<file path="config.mk">
export PLATFORM = sky130hd
export DESIGN_NAME = fetch_queue
export DESIGN_NICKNAME = d
export VERILOG_FILES = /design/src/rtl/fetch_queue_pkg.sv /design/src/rtl/fetch_queue_mem.sv /design/src/rtl/fetch_queue.sv
export SDC_FILE = /design/constraint.sdc
export NUM_CORES = 1
export LEC_CHECK = 0
export CAP_MARGIN = 20
export CORE_MARGIN = 4
export CORE_UTILIZATION = 30
export CTS_BUF_LIST = sky130_fd_sc_hd__clkbuf_2 sky130_fd_sc_hd__clkbuf_4 sky130_fd_sc_hd__clkbuf_8
export CTS_CLUSTER_DIAMETER = 200
export DETAILED_ROUTE_END_ITERATION = 12
export SYNTH_ARGS = -nofsm -noshare
export SYNTH_HDL_FRONTEND = slang
export SYNTH_SLANG_ARGS = --single-unit
</file>
<file path="constraint.sdc">
create_clock -name clk -period 5.7 [get_ports clk]
set_clock_uncertainty 0.2 [all_clocks]
set_input_delay 0.57 -clock clk [delete_from_list [all_inputs] [get_ports clk]]
set_output_delay 0.57 -clock clk [all_outputs]
set_load 0.02 [all_outputs]
</file>
<file path="src/rtl/fetch_queue_pkg.sv">
// fetch_queue_pkg: shared defaults, NOP constant and queue entry layout for the fetch queue
package fetch_queue_pkg;
  localparam int FQ_SIZE = 32;
  localparam int FQ_DEPTH = 4;
  localparam logic [31:0] NOP_INSTR = 32'h0;
  typedef struct packed {
    logic [FQ_SIZE-1:0] instruction;
    logic [FQ_SIZE-1:0] next_pc;
  } fq_entry_t;
endpackage

</file>
<file path="src/rtl/fetch_queue_mem.sv">
// fetch_queue_mem: unreset register array with synchronous write and asynchronous read
module fetch_queue_mem #(
  parameter int W = 64,
  parameter int DEPTH = 4,
  parameter int AW = 2
) (
  input  logic          clk,
  input  logic          we,
  input  logic [AW-1:0] waddr,
  input  logic [W-1:0]  wdata,
  input  logic [AW-1:0] raddr,
  output logic [W-1:0]  rdata
);
  logic [W-1:0] mem [DEPTH];
  // write the addressed entry when enqueue fires
  always_ff @(posedge clk) begin
    if (we) mem[waddr] <= wdata;
  end
  assign rdata = mem[raddr];
endmodule

</file>
<file path="src/rtl/fetch_queue.sv">
// fetch_queue: in-order instruction buffer between Fetch and Decode with flush and full stall
module fetch_queue
  import fetch_queue_pkg::*;
#(
  parameter int SIZE = FQ_SIZE,
  parameter int DEPTH = FQ_DEPTH,
  localparam int PTR_W = $clog2(DEPTH)
) (
  input  logic             clk,
  input  logic             rst_n,
  input  logic             in_hit,
  input  logic [SIZE-1:0]  in_instruction,
  input  logic [SIZE-1:0]  in_next_pc,
  input  logic             flush,
  output logic             stall,
  output logic             out_valid,
  output logic [SIZE-1:0]  out_instruction,
  output logic [SIZE-1:0]  out_next_pc,
  input  logic             out_ready,
  output logic [PTR_W:0]   count
);
  logic [PTR_W-1:0] wr_q, wr_d, rd_q, rd_d;
  logic [PTR_W:0] cnt_q, cnt_d;
  logic [2*SIZE-1:0] rdata;
  logic enq, deq;
  assign stall = cnt_q == (PTR_W+1)'(DEPTH);
  assign out_valid = cnt_q != '0;
  assign count = cnt_q;
  assign enq = in_hit & ~stall & ~flush;
  assign deq = out_valid & out_ready & ~flush;
  assign out_instruction = out_valid ? rdata[2*SIZE-1:SIZE] : SIZE'(NOP_INSTR);
  assign out_next_pc = out_valid ? rdata[SIZE-1:0] : '0;
  // pointers wrap naturally since DEPTH is a power of two; flush rewinds everything
  always_comb begin
    wr_d = flush ? '0 : enq ? wr_q + PTR_W'(1) : wr_q;
    rd_d = flush ? '0 : deq ? rd_q + PTR_W'(1) : rd_q;
    cnt_d = flush ? '0 : (enq & ~deq) ? cnt_q + 1'b1 : (deq & ~enq) ? cnt_q - 1'b1 : cnt_q;
  end
  // pointer and occupancy registers
  always_ff @(posedge clk or negedge rst_n) begin
    if (!rst_n) begin
      wr_q <= '0;
      rd_q <= '0;
      cnt_q <= '0;
    end else begin
      wr_q <= wr_d;
      rd_q <= rd_d;
      cnt_q <= cnt_d;
    end
  end
  fetch_queue_mem #(.W(2*SIZE), .DEPTH(DEPTH), .AW(PTR_W)) u_mem (
    .clk(clk),
    .we(enq),
    .waddr(wr_q),
    .wdata({in_instruction, in_next_pc}),
    .raddr(rd_q),
    .rdata(rdata)
  );
endmodule
</file>
==> results of run 1 <==
per-stage QoR:
stage	power, W	setup slack (ns)	area [um2]	hold WS [ns]
after floorplan	0.003635	2.340	10190	0.07441
after detailed placement	0.004517	2.309	12010	0.4122
after CTS	0.006286	1.724	12950	0.07425
after global routing	0.006500	1.618	12950	0.09350
after global placement	0.004481	2.313	12010	0.3579
final	0.006162	1.862	12950	0.1139
placed cells by master, fill, tap and decap left out, drive strengths merged, types with 2 or more instances in the layout:
master and n:
edfxtp 256, clkdlybuf4s50 137, and2 69, mux4 64, clkbuf 63, clkinv 16, nor2 7, dfrtp 7
inv 5, xor2 4, ha 4, nand2 3, bufinv 3, nand2b 2, xnor2 2, o22ai 2
cell usage after synthesis (2+ instances only):
master,n,area [um2]
and2_1,69,431.7
buf_2,7,35.03
buf_4,2,15.01
buf_6,6,67.56
clkbuf_1,10,37.54
dfrtp_1,7,175.2
edfxtp_1,256,7687
ha_1,4,50.05
inv_1,5,18.77
mux4_2,64,1441
nand2_1,3,11.26
nand2b_1,2,12.51
nor2_1,7,26.28
o22ai_1,2,12.51
xnor2_1,2,17.52
xor2_1,4,35.03
cell families after synthesis:
family	Yosys count	share of synthesized area
AO/OA/AOI/OAI	9	0.006382
XOR/XNOR	6	0.005155
adder cells (fa/ha/maj)	5	0.006874
buffers and inverters	30	0.01706
flip-flops	263	0.7713
multiplexers	65	0.1424
AND/OR/NAND/NOR	86	0.05082
sequential cells by signal, summed over array words and instances (netlist names):
| register | cells |
|---|---|
| count | 3 |
| u_mem.mem | 256 |
| wr_q | 2 |
| rd_q | 2 |
final timing paths:
check	from	cells past startpoint	end
min in group clk	wr_q[1]$_DFFE_PN0P_	2	wr_q[1]$_DFFE_PN0P_
setup reg to reg	count[0]$_DFFE_PN0P_	7	count[1]$_DFFE_PN0P_
setup / recovery	rd_q[0]$_DFFE_PN0P_	4	out_instruction[2]
hold reg to reg	wr_q[1]$_DFFE_PN0P_	2	wr_q[1]$_DFFE_PN0P_
max in group asynchronous	rst_n	1	rd_q[0]$_DFFE_PN0P_
hold / removal	rst_n	1	count[2]$_DFFE_PN0P_
report_power, final:
| group | switching (W) | internal (W) | leakage (nW) | total (W) |
|---|---|---|---|---|
| logic | 0.000981 | 0.00103 | 1.18 | 0.00201 |
| registers | 0.000142 | 0.00226 | 2.41 | 0.00240 |
| clock network | 0.000732 | 0.00101 | 0.496 | 0.00174 |
layer usage:
layer	GRT usage	vias up	part of all wire
met5	0	-	0
met1	0.1304	2569	0.40
met3	0.02876	44	0.058
met4	0.03566	0	0.025
li1	-	2199	-
met2	0.1938	151	0.52
cell type report:
class                   count  area, um2  area share
clock buffers              63      773.2     0.05973
well taps                 448      560.5     0.04330
clock inverters            20      165.2     0.01276
flip-flops and latches    263       7870      0.6079
multi-input cells         171       2167      0.1674
inverters                   5      18.77    0.001450
repair buffers            138       1391      0.1075
==> results.cfg, run 1 <==
[setup_path]
cpLargestDelayFamily = buffers and inverters
crit_slowest_cell = dfrtp_4
arrival_ns = 3.07
cp_num_buf_inv = 2
cp-end-kind = output port
cp_cell_sequence = buf_12, mux4_2, and2_1, clkdlybuf4s50_1
worst-r2r-setup-slack_ns = 2.67
cp_slowest_stage_delay_ns = 0.87
crit_path_start_kind = flop
cp.required_ns = 4.93
cp_max_fo = 34
critical_path_class = reg2out

[detailed_routing]
drtPass1Iterations = 4
drc_errors = 0
wl_per_cell_um = 18.46
num_vias = 4963
drt_first_iter_violations = 189
routed_wl_mm = 20.45
avgViaCountPerCell = 4.479
ant_nets = 0

[synth]
synth_edf_count = 256
synth_seq_cells = 263
avgSynthCellArea_um2 = 21.97
async_flop_share = 0.02662
syn_nets = 538
yosys_warnings = 0
synthFlopType = edfxtp_1
synth_cell_types = 30
syn_inst = 464
syn-cell-area_mm2 = 0.01019
ys_seq_area_frac = 0.7713

[grt]
grt_pass1_vias = 5622
grt_max_degree = 69
overflow = 0
antenna_found_initial = 0
grt_pass1_wl_mm = 31.46
grtUsageTotal = 0.1096

[die]
coreArea_mm2 = 0.03353
die_w_um = 192.3
start_util = 0.3040
chipHeight_um = 192.3
num_rows = 67
ioPinCount = 138
dieArea_mm2 = 0.03699

[finish]
num-nets-final = 698
area_delta_synth_final_pct = 27.00
final_util = 0.3861
drive_gt1_frac = 0.2197
diodes = 0
stdcell_count = 1108
n_fill_cell = 3070

[timing]
timing.final.hold_violations = 0
timing.final.crit_period_ns = 3.838
timing.final.crit_share = 0.6733
setup_tns_ns = 0
tightest_slew_ns = 1.057
setup_violations = 0
rsz0062_at_grt = no
drv_slew = 0
maxSlewHeadroom = 0.2951
max_freq_mhz = 260.6

[min_path]
hp-class = in2async

[clock_tree]
clockRootBuffer = clkbuf_8
clk_pin_slew_ns = 0.06
htreeDepth = 2
ctsHoldBuffers = 0
cts_sinks = 263
clock_path_buffers = 3
postCtsSetupBuffers = 0
tritoncts = yes
cts_buffers = 45
cts_resized = 0
clkLatencyLatePin_ns = 0.53

[placement]
place_hpwl_mm = 11.27
placed_cells_incl_taps = 1025
portBuffers = 137
gp_congestion = 0.6886

[power]
power_density_mw_per_mm2 = 476.0
vdd_drop_max_mv = 0.2503
p_leak_nw = 4.089

[run_status]
status = finished, final reports clean

[flow_run]
maxCapViolations = 0
Power figures use the tool's default switching activity.
==> inputs of run 2 (changes only) <==
clock period = 3.4 ns   (was 5.7 ns; I/O delays follow)
==> results.cfg, run 2 (synthesized netlist as in run 1, its figures left out) <==
[die]
start_util = 0.3040
dieArea_mm2 = 0.03699
num_rows = 67
ioPinCount = 138
coreArea_mm2 = 0.03353
chipHeight_um = 192.3
die_w_um = 192.3

[setup_path]
cp_cell_sequence = or3_4, buf_6, and2_1, clkdlybuf4s50_1
cp.required_ns = 2.86
cp_num_buf_inv = 2
arrival_ns = 2.69
cp-end-kind = output port
crit_slowest_cell = clkdlybuf4s50_1
cp_max_fo = 36
crit_path_start_kind = flop
ff2ff_path_depth = 8
critical_path_class = reg2out
cp_slowest_stage_delay_ns = 0.62
cpLargestDelayFamily = buffers and inverters
cp.depth = 4

[detailed_routing]
ant_nets = 0
drc_errors = 0
routed_wl_mm = 20.82
wl_per_cell_um = 18.71
avgViaCountPerCell = 4.478
drt_first_iter_violations = 259
drtPass1Iterations = 6
num_vias = 4984

[power]
power_w = 0.01031
p_leak_nw = 4.140
power_density_mw_per_mm2 = 788.3
vdd_drop_max_mv = 0.4395

[min_path]
worstHoldPathCells = 1
hp-class = in2reg

[finish]
diodes = 0
regMostFlops = u_mem.mem
largest_reg_flops = 256
num-nets-final = 710
drive_gt1_frac = 0.2271
multiInputGateArea_mm2 = 0.002167
n_fill_cell = 3077
layout_commonest_cell = edfxtp_1
fin_area_mm2 = 0.01308
layout_common_cells = edfxtp_1, clkdlybuf4s50_1, and2_1
ff_latch_area_mm2 = 0.007870
area_delta_synth_final_pct = 28.32

[timing]
timing.final.hold_violations = 0
rsz0062_at_grt = no
setup_violations = 0
max_freq_mhz = 310.0
drv_slew = 0
tightest_slew_ns = 0.4367
maxSlewHeadroom = 0.7089
timing.final.crit_share = 0.9488
setup_tns_ns = 0
timing.final.crit_period_ns = 3.226

[clock_tree]
clkLatencyLatePin_ns = 0.54
cts_buffers = 47
cts_sinks = 263
htreeDepth = 2
clock_path_buffers = 3
clockRootBuffer = clkbuf_8
tritoncts = yes
clk_pin_slew_ns = 0.06

[placement]
portBuffers = 137
place_hpwl_mm = 11.59
gp_congestion = 0.6952
post_dp_cell_area_mm2 = 0.01214

[grt]
grt_pass1_wl_mm = 31.94
grt_max_degree = 65
antenna_found_initial = 0
grtUsageTotal = 0.1123
overflow = 0
grt_pass1_vias = 5554

[run_status]
status = finished, final reports clean

[flow_run]
maxCapViolations = 0
-- run 2: cell count changes in the layout (fill, tap and decap cells not counted), sizes merged --
cell         previous run  this run
buf                     1        10
clkinv                 16        10
inv                     5         8
bufinv                  3         2
clkbuf                 63        62
dlygate4sd3             0         1
-- run 2: layer usage --
| metal | vias to the layer above | GRT usage | share of wire |
|---|---|---|---|
| met1 | 2585 | 0.1321 | 0.40 |
| li1 | 2223 | - | - |
| met3 | 40 | 0.02876 | 0.053 |
| met4 | 0 | 0.03401 | 0.020 |
| met5 | - | 0 | 0 |
| met2 | 136 | 0.2022 | 0.53 |
-- run 2: final timing paths --
| kind | startpoint | to | slack [ns] |
|---|---|---|---|
| setup / recovery | count[0]$_DFFE_PN0P_ | out_instruction[0] | 0.17 |
| hold / removal | in_next_pc[11] | u_mem.mem[3][11]$_DFFE_PP_ | 0.23 |
| setup reg to reg | count[2]$_DFFE_PN0P_ | count[1]$_DFFE_PN0P_ | 0.52 |
| hold reg to reg | wr_q[1]$_DFFE_PN0P_ | wr_q[1]$_DFFE_PN0P_ | 0.44 |
| max in group asynchronous | rst_n | rd_q[1]$_DFFE_PN0P_ | 2.26 |
| min in group asynchronous | rst_n | count[1]$_DFFE_PN0P_ | 0.43 |
-- run 2: layout make-up --
type                            count  share of cell area
Tap cell                          448             0.04285
Clock inverter                     16             0.01043
Sequential cell                   263              0.6017
Timing Repair Buffer              148              0.1199
Inverter                            5            0.001435
Clock buffer                       62             0.05806
Multi-Input combinational cell    171              0.1657
-- run 2: repair_timing --
action                                  in CTS  in global routing
endpoints found under the setup margin      22                  0
endpoints found under the hold margin        7                  0
setup buffers                                1                  0
resized for setup                            1                  0
hold buffers                                 1                  0
-- run 2: per-stage QoR --
step / hold slack, ns / utilization / cells / setup WS, ns
floorplan: -0.1556 / - / 464 / 0.04028
global placement: 0.3794 / 0.3621 / 1033 / 0.3576
detailed placement: 0.4467 / 0.3621 / 1033 / 0.2968
CTS: 0.1821 / 0.3901 / 1113 / 0.04291
global route: 0.1994 / 0.3901 / 1113 / 0.0007401
finish: 0.2327 / 0.3901 / 1113 / 0.1741
-- run 2: power by group --
group / internal, W / switching [W]
sequential: 0.00379 / 0.000101
clock: 0.00160 / 0.00118
combinational: 0.00180 / 0.00183
==> variant 1: new RTL, config.mk and constraints of run 2 <==
Make the reset (`rst_n`) synchronous in one clocked block. Comments in the files are not updated.
--- a/src/rtl/fetch_queue.sv
+++ b/src/rtl/fetch_queue.sv
@@ -38,5 +38,5 @@
   end
   // pointer and occupancy registers
-  always_ff @(posedge clk or negedge rst_n) begin
+  always_ff @(posedge clk) begin
     if (!rst_n) begin
       wr_q <= '0;
Check against the original RTL: differs if rst_n is asserted again (counterexample within 4 cycles, from zero or initial values and one cycle with rst_n low); with rst_n held inactive, the same outputs for 4 cycles.
==> variant 1 against run 2 <==
- global-route usage decreased by 0.11 points
- area after synthesis up 0.29%
- synthesized cell count is 1.3% lower
- first-iteration DRC count is 34% lower
- critical path type unchanged
- sequential cell count up 2
- via count decreased by 1.2%
- largest cell class unchanged
- cell count shrank 0.18%
- design area is 0.56% lower
- worst setup slack better by 0.096 ns
- wire length decreased by 1.5%
Power is not compared: it rests on default switching activity, and its combinational part moved more than twofold at a synthesized area within 25%.
==> variant 1: results (changes against run 2) <==
synth_top_flop_cell: "edfxtp_1"
routed_via_density: 4.43  # -0.99%
grt_use_total_pct: 11.1  # -0.11 points
hpwl_um: 11500  # -0.80%
drt-total-wl_um: 20500  # -1.5%
htreeDepth: 2  # unchanged
nFillCells: 3029  # -1.6%
crit_fanout: 65  # +81%
post-cts-setup-buffers: 0  # -1
synth_nets: 533  # -0.93%
gp_congestion: 0.715  # +2.8%
r2r_start: "count[0]"
slowest_stage: "clkdlybuf4s50_1"
post-place-ws_ns: 0.608  # +0.311 ns
yosys-top-cells-count: "256 x edfxtp_1, 65 x and2_1, 60 x mux4_2"
grt_max_degree: 66  # +1.5%
clk_latency_ns: 0.52  # -0.02 ns
postCtsResizedCells: 0  # -1
drive_above_1_share_pct: 22.8  # +0.068 points
cts_buffers: 44  # -6.4%
synth.distinct_cells: 28  # -6.7%
grt_pass1_vias: 5564  # +0.18%
grt_pass1_wl_um: 31600  # -1.2%
ys_seq_area_share_pct: 77.0  # -0.18 points
ys_top_cells_by_area: "edfxtp_1 75%, mux4_2 13%, and2_1 4.0%"
rr_endpoint: "count[2]"
top_register: "u_mem.mem"
min_from: "in_next_pc[6]"
port_buffers: 137  # unchanged
layout.nets: 702  # -1.1%
drt_iter0_drc: 171  # -34%
async_flop_share_pct: 0  # -2.7 points
min_path_type: "input port to flip-flop"
status: "finished clean"
arrival_ns: 2.59  # -0.10 ns
clock-root-buffer: "clkbuf_8"
ys_warn_count: 0  # unchanged
slew-limit-headroom_pct: 57.2  # -14 points
setup_viol: 0  # unchanged
peakVddDrop_v: 0.000247
diodes: 0  # unchanged
antenna_found_initial: 1  # +1
rr_worst_depth: 8  # unchanged
slowest_delay_ns: 0.62  # about the same
r2r_slack_ns: 0.82  # +0.30 ns
hold_end: "u_mem.mem[2][6]"
path_clk_slew_ns: 0.06  # about the same
leakage_uw: 0.00410
firstDrtPassIters: 4  # -2
cts.path.max_buffers: 3  # unchanged
hold_depth: 1  # unchanged
largest_reg_flops: 256  # unchanged
drc: 0  # unchanged
synth-edff-count: 256  # unchanged
==> variant 1: layout make-up <==
cell class / count / area [um2] / share of cell area, %
flip-flops and latches: 265 / 7880 / 60.5
clock inverters: 16 / 75.1 / 0.577
clock buffers: 66 / 802 / 6.17
multi-input cells: 165 / 2160 / 16.6
inverters: 4 / 15.0 / 0.115
repair buffers: 147 / 1520 / 11.7
well taps: 448 / 561 / 4.31
==> variant 1: how the worst max path moves through the flow <==
stage               startpoint         endpoint  slack (ns)  depth (start not counted)
CTS                   count[0]  out_next_pc[18]        0.15                          4
floorplan             count[0]  u_mem.mem[0][0]        0.36                          3
finish                count[0]  out_next_pc[18]        0.27                          4
global route          count[0]  out_next_pc[18]        0.03                          4
global placement        in_hit         count[2]        0.65                         10
detailed placement      in_hit         count[2]        0.61                         10
==> variant 1: metrics by stage <==
step	instance area (um2)	utilization (%)	cells	hold slack, ns
after floorplan	10200	-	458	0.239
after global placement	12100	36.1	1029	0.318
after detailed placement	12100	36.1	1029	0.304
after CTS	13000	38.7	1111	0.188
after global routing	13000	38.7	1111	0.203
final	13000	38.7	1111	0.228
==> variant 1: routing by layer <==
layer / up-vias / wire length, um / global-route usage [%]
met5: - / 13 / 0
met4: 2 / 371 / 3.43
met3: 39 / 1320 / 3.62
met2: 131 / 9920 / 18.0
met1: 2551 / 8880 / 14.3
li1: 2203 / - / -
==> variant 1: where the power goes <==
part	switching (uW)	internal, uW
Combinational	266	278
Clock	1180	1510
Sequential	14.5	3640
==> variant 1: logic make-up (layout without fill, tap and decap cells) <==
group,count (synthesis),in the layout,synth area share [%]
compound gates,8,8,0.502
xor+xnor,4,4,0.343
fa+ha+maj,6,6,0.808
buf+inv,28,233,2.15
flops,265,265,77.0
mux,65,65,14.3
simple gates,82,82,4.90
==> variant 1: critical path, delay by kind of cell (launching register included) <==
| kind | cells | cell delay [ns] |
|---|---|---|
| and+or+nand+nor | 2 | 0.43 |
| buffers and inverters | 2 | 1.13 |
| DFF | 1 | 0.48 |
==> variant 2: new RTL, flow settings as in run 2 <==
Made on the original files. Set the package constant `FQ_DEPTH` to 2 (it was 4).
--- a/src/rtl/fetch_queue_pkg.sv
+++ b/src/rtl/fetch_queue_pkg.sv
@@ -2,5 +2,5 @@
 package fetch_queue_pkg;
   localparam int FQ_SIZE = 32;
-  localparam int FQ_DEPTH = 4;
+  localparam int FQ_DEPTH = 2;
   localparam logic [31:0] NOP_INSTR = 32'h0;
   typedef struct packed {
Ports: changed (resized count); port bits go from 138 to 137. The function was not compared with the original's and may differ.
==> variant 2 against run 2 <==
- power shrank 63%
- wire length is 51% lower
- combinational power fell by 86%
- sequential cell count shrank 131
- critical endpoint is now out_instruction[1]
- worst setup slack better by 0.34 ns
- design area shrank 45%
- fmax increased by 12%
- area after synthesis fell by 51%
- critical path type unchanged
- synthesized cell count is 36% lower
- cell count is 39% lower
==> variant 2: results (changes against run 2) <==
status: "finished clean"
tightest_slew_ns: 0.711  # +0.274 ns
port_buffers: 136  # -0.73%
gp_congestion: 0.718  # +3.3%
synth_nets: 365  # -32%
peakVddDrop_v: 0.000262  # -40%
cts.path.max_buffers: 2  # -1
path_clk_slew_ns: 0.08  # +0.02 ns
clk_latency_ns: 0.42  # -0.12 ns
combPwrFrac_pct: 13.1  # -22 points
dr_total_vias: 2904  # -42%
leakage_uw: 0.00234  # -43%
min_path_type: "input port to flip-flop"
dp_cells: 644  # -38%
grt_pass1_wl_um: 15700  # -51%
hpwl_um: 6540  # -44%
crit_fanout: 66  # +83%
drive_above_1_share_pct: 9.41  # -13 points
dpl_cell_area_um2: 6680  # -45%
grt_max_degree: 67  # +3.1%
diodes: 0  # unchanged
largest_reg_flops: 128  # -50%
r2r_start: "count[1]"
antenna_found_initial: 0  # unchanged
post-place-ws_ns: 0.908  # +0.611 ns
arrival_ns: 2.34  # -0.35 ns
grt_pass1_vias: 3097  # -44%
wl_per_cell_um: 15.2  # -19%
post-cts-setup-buffers: 0  # -1
async_flop_share_pct: 3.03  # +0.37 points
min_from: "in_next_pc[14]"
final_cells: 677  # -39%
hold_buffers: 1  # unchanged
total_power_uw: 3840  # -63%
postCtsResizedCells: 0  # -1
grt_use_total_pct: 11.1  # -0.11 points
synth.distinct_cells: 22  # -27%
clock-root-buffer: "clkbuf_8"
firstDrtPassIters: 4  # -2
drt_iter0_drc: 54  # -79%
layout.nets: 513  # -28%
internal_power_uw: 2970  # -59%
yosys-top-cells-count: "128 x edfxtp_1, 67 x nor2_1, 64 x mux2i_1"
synth-edff-count: 128  # -50%
ys_warn_count: 0  # unchanged
synth_cells: 296  # -36%
p_seq_share_pct: 48.6  # +11 points
ys_top_cells_by_area: "edfxtp_1 76%, mux2i_1 13%, nor2_1 5.0%"
cts_buffers: 17  # -64%
top_register: "u_mem.mem"
htreeDepth: 4  # +2
ys_seq_area_share_pct: 78.4  # +1.3 points
crit_path_start: "count[0]"
-- variant 2: cell count changes after synthesis, moves of 4 or more --
cell             run 2  this run
and2_1              69         0
buf_6                6         0
clkbuf_1            10         1
edfxtp_1           256       128
ha_1                 4         0
inv_1                5         0
mux2i_1              1        64
mux4_2              64         0
nor2_1               7        67
-- variant 2: kinds of logic (layout without fill, tap and decap cells) --
logic type                count (synthesis)  in the layout  share of synthesized area [%]
AOI/OAI and AO/OA                         7              7                          0.771
DFF                                     132            132                           78.4
xor gates and xnor gates                  1              1                          0.174
muxes                                    64             64                           12.7
buffers and inverters                    16            177                           1.77
and+or+nand+nor                          76             76                           6.14
-- variant 2: area by class of cell --
type | count | area [um2]
Multi-Input combinational cell | 148 | 1030
Timing Repair Buffer | 143 | 1430
Tap cell | 220 | 275
Clock inverter | 14 | 209
Clock buffer | 18 | 241
Inverter | 2 | 7.51
Fill cell | 1489 | 9390
Sequential cell | 132 | 3950
-- variant 2: metal layers --
| layer | GRT usage, % | vias up | wire (um) |
|---|---|---|---|
| li1 | - | 1396 | - |
| met1 | 12.4 | 1411 | 4220 |
| met2 | 18.9 | 83 | 5250 |
| met3 | 4.13 | 14 | 629 |
| met4 | 4.99 | 0 | 195 |
| met5 | 0 | - | 0 |
-- variant 2: worst paths after layout --
kind	to	slack, ns	cells after the start
worst max-delay path	out_instruction[1]	0.52	4
worst min-delay path	u_mem.mem[0][14]	0.29	1
worst max register to register	u_mem.mem[1][6]	1.16	4
worst min register to register	wr_q	0.42	2
max in group asynchronous	rd_q	2.33	2
min in group asynchronous	count[1]	0.48	2
-- variant 2: worst max-delay path, cell delays in order (launching register included) --
cell and delay, ns:
dfrtp_1 0.47, nor2_4 0.13, buf_4 0.57, nor2_1 0.16
clkdlybuf4s50_1 0.58
